## src/rtl/spi_slave.sv

```systemverilog
// SPI mode-0 slave: oversampled SCK/CS_N/MOSI, parallel rx word out,
// single-entry buffered tx word shifted onto MISO, MSB first.
//
// Ports:
//   clk, rst             system clock, synchronous active-high reset
//   tx_data/valid/ready  one-entry tx buffer write handshake
//   rx_data, rx_valid    last complete received word, one-clk update pulse
//   busy                 chip select active (synchronised)
//   spi_sck, spi_cs_n    SPI clock and active-low select from the master
//   spi_mosi, spi_miso   serial data in / out
module spi_slave #(
    parameter int DATA_LENGTH = 8,
    parameter int SYNC_STAGES = 2
) (
    input  logic                   clk,
    input  logic                   rst,
    input  logic [DATA_LENGTH-1:0] tx_data,
    input  logic                   tx_valid,
    output logic                   tx_ready,
    output logic [DATA_LENGTH-1:0] rx_data,
    output logic                   rx_valid,
    output logic                   busy,
    input  logic                   spi_sck,
    input  logic                   spi_cs_n,
    input  logic                   spi_mosi,
    output logic                   spi_miso
);

    localparam int CW = (DATA_LENGTH > 2) ? $clog2(DATA_LENGTH) : 1;
    localparam logic [CW-1:0] LAST = CW'(DATA_LENGTH - 1);

    typedef enum logic {
        IDLE,
        ACTIVE
    } state_t;

    state_t state, state_nxt;

    logic [SYNC_STAGES-1:0] sck_sr, cs_sr, mosi_sr;
    logic                   sck_d, cs_d;
    logic                   sck_s, cs_s, mosi_s;
    logic                   sck_rise, sck_fall, cs_fall, cs_rise;

    logic                   pending;
    logic [DATA_LENGTH-1:0] tx_buf;
    logic [DATA_LENGTH-1:0] tx_shift;
    logic [DATA_LENGTH-1:0] rx_shift;
    logic [CW-1:0]          bit_cnt;
    logic                   word_done;
    logic                   rx_done;
    logic                   load;
    logic                   wr;
    logic [DATA_LENGTH-1:0] load_word;

    assign sck_s  = sck_sr[SYNC_STAGES-1];
    assign cs_s   = cs_sr[SYNC_STAGES-1];
    assign mosi_s = mosi_sr[SYNC_STAGES-1];

    assign sck_rise = sck_s & ~sck_d;
    assign sck_fall = ~sck_s & sck_d;
    assign cs_fall  = ~cs_s & cs_d;
    assign cs_rise  = cs_s & ~cs_d;

    assign tx_ready  = ~pending;
    assign wr        = tx_valid & ~pending;
    // A load always sees the pre-write contents; an empty buffer sends zeros.
    assign load_word = pending ? tx_buf : '0;

    always_ff @(posedge clk) begin
        if (rst) begin
            sck_sr  <= '0;
            cs_sr   <= '1;
            mosi_sr <= '0;
            sck_d   <= 1'b0;
            cs_d    <= 1'b1;
        end else begin
            sck_sr  <= {sck_sr[SYNC_STAGES-2:0], spi_sck};
            cs_sr   <= {cs_sr[SYNC_STAGES-2:0], spi_cs_n};
            mosi_sr <= {mosi_sr[SYNC_STAGES-2:0], spi_mosi};
            sck_d   <= sck_s;
            cs_d    <= cs_s;
        end
    end

    always_ff @(posedge clk) begin
        if (rst) begin
            state <= IDLE;
        end else begin
            state <= state_nxt;
        end
    end

    always_comb begin
        state_nxt = state;
        load      = 1'b0;
        busy      = 1'b0;
        spi_miso  = 1'b0;
        unique case (state)
            IDLE: begin
                if (cs_fall) begin
                    state_nxt = ACTIVE;
                    load      = 1'b1;
                end
            end
            ACTIVE: begin
                busy     = 1'b1;
                spi_miso = tx_shift[DATA_LENGTH-1];
                // Deselect wins over any simultaneous SCK edge.
                if (cs_rise) begin
                    state_nxt = IDLE;
                end else if (sck_fall && word_done) begin
                    load = 1'b1;
                end
            end
        endcase
    end

    always_ff @(posedge clk) begin
        if (rst) begin
            pending   <= 1'b0;
            tx_buf    <= '0;
            tx_shift  <= '0;
            rx_shift  <= '0;
            rx_data   <= '0;
            rx_valid  <= 1'b0;
            bit_cnt   <= '0;
            word_done <= 1'b0;
            rx_done   <= 1'b0;
        end else begin
            rx_valid <= rx_done;
            rx_done  <= 1'b0;
            if (rx_done) begin
                rx_data <= rx_shift;
            end

            if (load) begin
                pending <= 1'b0;
            end
            // A write in the load cycle stays pending for the next word.
            if (wr) begin
                tx_buf  <= tx_data;
                pending <= 1'b1;
            end

            if (state == IDLE) begin
                if (cs_fall) begin
                    tx_shift  <= load_word;
                    bit_cnt   <= '0;
                    word_done <= 1'b0;
                end
            end else if (cs_rise) begin
                bit_cnt   <= '0;
                word_done <= 1'b0;
            end else begin
                if (sck_rise) begin
                    rx_shift <= {rx_shift[DATA_LENGTH-2:0], mosi_s};
                    if (bit_cnt == LAST) begin
                        bit_cnt   <= '0;
                        word_done <= 1'b1;
                        rx_done   <= 1'b1;
                    end else begin
                        bit_cnt <= bit_cnt + CW'(1);
                    end
                end
                if (sck_fall) begin
                    if (word_done) begin
                        tx_shift  <= load_word;
                        word_done <= 1'b0;
                    end else begin
                        tx_shift <= {tx_shift[DATA_LENGTH-2:0], 1'b0};
                    end
                end
            end
        end
    end

endmodule

```

## config.mk

```make
export PLATFORM = sky130hd
export DESIGN_NAME = spi_slave
export DESIGN_NICKNAME = d
export VERILOG_FILES = /design/src/rtl/spi_slave.sv
export SDC_FILE = /design/constraint.sdc
export NUM_CORES = 1
export LEC_CHECK = 0
export ABC_CLOCK_PERIOD_IN_PS = 2000
export CORE_UTILIZATION = 35
export DETAILED_ROUTE_END_ITERATION = 10
export SLEW_MARGIN = 40
export SYNTH_ARGS = -nofsm -noshare
export SYNTH_HDL_FRONTEND = slang
export SYNTH_SLANG_ARGS = --single-unit
```

## constraint.sdc

```tcl
create_clock -name clk -period 2 [get_ports clk]
set_input_delay 0.3 -clock clk [delete_from_list [all_inputs] [get_ports clk]]
set_output_delay 0.3 -clock clk [all_outputs]
set_load 0.02 [all_outputs]
```

==> results of run 1 <==
path summary, 6_finish.rpt:
check        slack [ns]     endpoint      from
max                0.12     spi_miso     state
min                0.42     cs_sr[1]  cs_sr[0]
max reg2reg        0.34  tx_shift[7]     state
min reg2reg        0.42     cs_sr[1]  cs_sr[0]
worst reg2reg max path: stages, from the launching register on:
cell and delay [ns]:
dfxtp_1 0.51, inv_1 0.15, o31ai_4 0.41, buf_4 0.24, nor2_2 0.05, a311oi_2 0.22
metal layers:
metal,track usage,wire length [um],vias up
met3,0.03252,100,5
met4,0.06918,55,0
met2,0.2072,1480,20
met5,0,0,-
li1,-,-,724
met1,0.1742,1739,649
final cells by class:
class	count	area, um2
clock buffers	6	72.57
clock inverters	2	35.03
fillers	544	2838
inverters	2	7.507
multi-input cells	140	795.8
flip-flops and latches	48	960.9
well taps	70	87.58
repair buffers	27	277.8
report_power, final:
part           leakage (nW)  internal, mW  switching, mW
clock network        0.0552         0.371          0.309
logic                 0.310        0.0614         0.0663
registers             0.391         0.983         0.0205
metrics by stage:
stage | instance area, um2 | setup slack [ns] | util
2_1_floorplan | 1844 | 0.3909 | -
3_3_place_gp | 2130 | 0.4139 | 0.4196
3_5_place_dp | 2130 | 0.3634 | 0.4196
4_1_cts | 2237 | 0.1126 | 0.4408
5_1_grt | 2237 | 0.02211 | 0.4408
6_report | 2237 | 0.1198 | 0.4408
Yosys cell counts, types with 3 or more instances:
cell type  instances
nand3_1            9
a21oi_1           19
nor2b_1            9
dfxtp_1           48
a311oi_1           5
clkbuf_1           7
or2_2              3
nand2b_1           3
buf_1              3
nand2_1           44
mux2i_1            8
nor2_1            16
registers in the layout (all words and copies together) (netlist names):
register / flops
rx_data: 8
bit_cnt: 3
cs_d: 1
rx_shift: 8
tx_shift: 8
rx_done: 1
pending: 1
tx_buf: 8
word_done: 1
rx_valid: 1
mosi_sr: 2
sck_d: 1
cs_sr: 2
state: 1
sck_sr: 2
logic make-up (layout without fill, tap and decap cells):
group,count (synthesis),count (layout),share of synthesized area
and+or+nand+nor,96,96,0.2436
DFF,48,48,0.5210
AOI/OAI and AO/OA,34,34,0.1309
buffers and inverters,15,37,0.04749
muxes,8,8,0.04342
adders and majority gates,2,2,0.01357
==> flow_summary.yaml, run 1 <==
timing:
  finalHoldViolCount: 0
  finClkSkew_ns: 0.01251
  rsz0062_at_grt: "no"
  setup_viol: 0
  worst_slew_pin_slew_ns: 0.5251
  setup_tns_ns: 0
  finalCritPeriodShare: 0.9401
  relSlewSlack: 0.6492
  fin_crit_ns: 1.880
  maxSlewViolCount: 0
  max_freq_ghz: 0.5319
  fin_hold_ws_ns: 0.4158
worst_setup_path:
  reg2regPathDepth: 5
  required_ns: 1.70
  end_kind: "output port"
  path_delay_family: "buffers and inverters"
  worstSetupPathType: "register to output port"
  critPathMaxFanout: 11
  worst_path_max_delay_cell: "clkdlybuf4s50_1"
  path_cells: "and2_2 > clkdlybuf4s50_1"
  cpPeakStageDelay_ns: 0.59
  worst-path-buf-inv: 1
  crit_arrival_ns: 1.58
  start_kind: "register"
  cp.depth: 2
drt:
  drtIter0Drc: 89
  wirelength_mm: 3.374
  dr_total_vias: 1398
  drc: 0
  viasPerCell: 4.739
  drtPass1Iterations: 4
  wire_per_inst_um: 11.44
  ant_nets: 0
floorplan:
  num_rows: 26
  dieWidth_um: 74.59
  coreArea_um2: 5075
  start_util: 0.3634
  die-area_um2: 5564
  ios: 26
  dieHeight_um: 74.59
run:
  max-cap-violations: 0
finish:
  diodes: 0
  drive_gt1_frac: 0.08889
  mostFrequentLayoutCell: "dfxtp_1"
  area_growth_pct: 21.30
  layout_common_cells: "dfxtp_1, nand2_1, clkdlybuf4s50_1, a21oi_1, nor2_1"
  fin_cells: 295
  nets: 240
logic_synthesis:
  yosysUniqueCellTypes: 32
  ys_seq_area_frac: 0.5210
  synth_edf_count: 0
  syn_nets: 219
  netlist_instances: 203
  synth_top_area_share: 0.5210
  yosysTopAreaCell: "dfxtp_1"
  ys_async_sr_fraction: 0
  netlist_area_um2: 1844
  synth_flop_cell: "dfxtp_1"
  syn_avg_cell_area_um2: 9.085
  synth_warnings: 0
  ys_seq_elements: 48
  yosys-top-cells-area: "dfxtp_1, nand2_1, a21oi_1"
global_routing:
  grt_overflow: 0
  grt_max_degree: 50
  antenna_found_initial: 0
  track_usage: 0.1342
  grt_pass1_wl_mm: 5.637
  grt_pass1_vias: 1310
place:
  port-buffer-count: 25
  dp.cells: 287
  globalplace.congestion: 0.8113
  hpwl_mm: 2.188
cts:
  cts_resized: 0
  clk-insertion-delay-late_ns: 0.30
  root_buffer: "clkbuf_8"
  clockBufferDepth: 2
  numCtsBuffers: 5
  hold_buffers: 0
  htreeDepth: 2
  cts_setup_buffers: 0
  clk_pin_slew_ns: 0.08
  cts.sinks: 48
  cts_tree: "done"
pwr:
  p_leak_nw: 0.7555
  peakVddDrop_v: 0.0003358
  powerDensity_nw_per_um2: 809.4
  finalPower_mw: 1.811
min_path:
  hold_class: "register to register"
  hold_path_depth: 1
run_status:
  status: "completed"
Power figures use the tool's default switching activity.
==> inputs of run 2 (changes only) <==
- CORE_UTILIZATION: 35 -> 53
- PLACE_DENSITY: not set -> 0.78
==> flow_summary.yaml, run 2 (synthesis results as in run 1) <==
pwr:
  clkPwrFrac: 0.277
  peakVddDrop_v: 0.0005248
  p_leak_nw: 0.7306
  seqPwrFrac: 0.643
  combPwrFrac: 0.080
  intPower_mw: 1.180
  switching_share: 0.2455
  netSwitchingPower_uw: 384.0
  finalPower_mw: 1.564
  powerDensity_nw_per_um2: 727.3
timing:
  setup_viol: 0
  fin_crit_ns: 1.843
  relSlewSlack: 0.5778
  setup_slack_ns: 0.1573
  maxSlewViolCount: 0
  rsz0062_at_grt: "no"
  finalHoldViolCount: 0
  finClkSkew_ns: 0.007561
  setup_tns_ns: 0
  max_freq_ghz: 0.5427
  finalCritPeriodShare: 0.9213
  worst_slew_pin_slew_ns: 0.6333
  fin_hold_ws_ns: 0.4290
place:
  port-buffer-count: 25
  dp_slack_ns: 0.3087
  hpwl_mm: 2.262
  globalplace.congestion: 0.8231
  place_area_um2: 2092
floorplan:
  die-area_um2: 3720
  ios: 26
  dieHeight_um: 60.99
  coreArea_um2: 3337
  dieWidth_um: 60.99
  start_util: 0.5527
  num_rows: 21
drt:
  ant_nets: 0
  wire_per_inst_um: 11.88
  routed.top_layer: "met4"
  drtPass1Iterations: 4
  viasPerCell: 5.263
  dr_total_vias: 1421
  wl_met3_um: 142
  drc: 0
  met1_length_mm: 1.531
  drtIter0Drc: 77
  dr_wl_met2_mm: 1.512
  wirelength_mm: 3.207
worst_setup_path:
  crit_arrival_ns: 1.54
  end_kind: "output port"
  cp.depth: 2
  required_ns: 1.70
  worst-path-buf-inv: 1
  worstSetupPathType: "register to output port"
  critPathMaxFanout: 11
  path_cells: "and2_2 > clkdlybuf4s50_1"
  path_delay_family: "buffers and inverters"
  reg2regPathDepth: 4
  cpPeakStageDelay_ns: 0.59
  start_kind: "register"
  worst_path_max_delay_cell: "clkdlybuf4s50_1"
global_routing:
  antenna_found_initial: 0
  grt_pass1_wl_mm: 5.188
  grt_pass1_vias: 1223
  track_usage: 0.1922
  grt_overflow: 0
  grt_max_degree: 50
cts:
  clk-insertion-delay-late_ns: 0.36
  cts.sinks: 48
  clockBufferDepth: 2
  htreeDepth: 2
  cts_setup_buffers: 0
  cts_resized: 0
  root_buffer: "clkbuf_4"
  numCtsBuffers: 5
  clk_pin_slew_ns: 0.13
  cts_tree: "done"
  hold_buffers: 0
min_path:
  hold_class: "register to register"
  hold_path_depth: 1
finish:
  seqCellArea_um2: 963.4
  nets: 239
  drive_gt1_frac: 0.09821
  diodes: 0
  layout_common_cells: "dfxtp_1, nand2_1, clkdlybuf4s50_1, a21oi_1, nor2_1"
  multiInputGateArea_um2: 795.8
  fillers: 305
  mostFrequentLayoutCell: "dfxtp_1"
  stdcell_area_um2: 2151
  area_growth_pct: 16.62
run_status:
  status: "completed"
run:
  max-cap-violations: 0
## run 2: final timing paths
check | from | to | slack (ns)
worst max register to register | state | tx_shift[1] | 0.41
worst min register to register | cs_sr[0] | cs_sr[1] | 0.43
worst min-delay path | cs_sr[0] | cs_sr[1] | 0.43
worst max-delay path | state | spi_miso | 0.16
## run 2: cell type report
class,instances,share of cell area
clock buffer,5,0.01745
clock inverter,3,0.008726
inverter,2,0.003490
multi-input combinational,140,0.3700
sequential,48,0.4479
tap,46,0.02676
timing repair buffer,26,0.1257
## run 2: stage by stage
stage          std cells  utilization
2_1_floorplan        203            -
3_3_place_gp         262       0.6269
3_5_place_dp         262       0.6269
4_1_cts              270       0.6438
5_1_grt              270       0.6445
6_report             270       0.6445
## run 2: worst reg2reg max path, cell delays in order (launching register included)
cell and delay, ns:
dfxtp_2 0.44, inv_1 0.12, o31ai_4 0.61, nor2_1 0.08, a311oi_1 0.27
## run 2: power groups by stage
stage	Combinational, mW	Clock [mW]	Sequential [mW]
floorplan	0.0903	0	1.02
global placement	0.121	0	1.02
detailed placement	0.125	0	1.03
CTS	0.125	0.442	1.00
global route	0.137	0.499	1.01
finish	0.125	0.434	1.01
## run 2: per-layer routing
| metal | GRT usage | vias to the layer above |
|---|---|---|
| met4 | 0.07792 | 0 |
| met2 | 0.2998 | 32 |
| met3 | 0.07463 | 2 |
| met5 | 0 | - |
| met1 | 0.2388 | 659 |
| li1 | - | 728 |
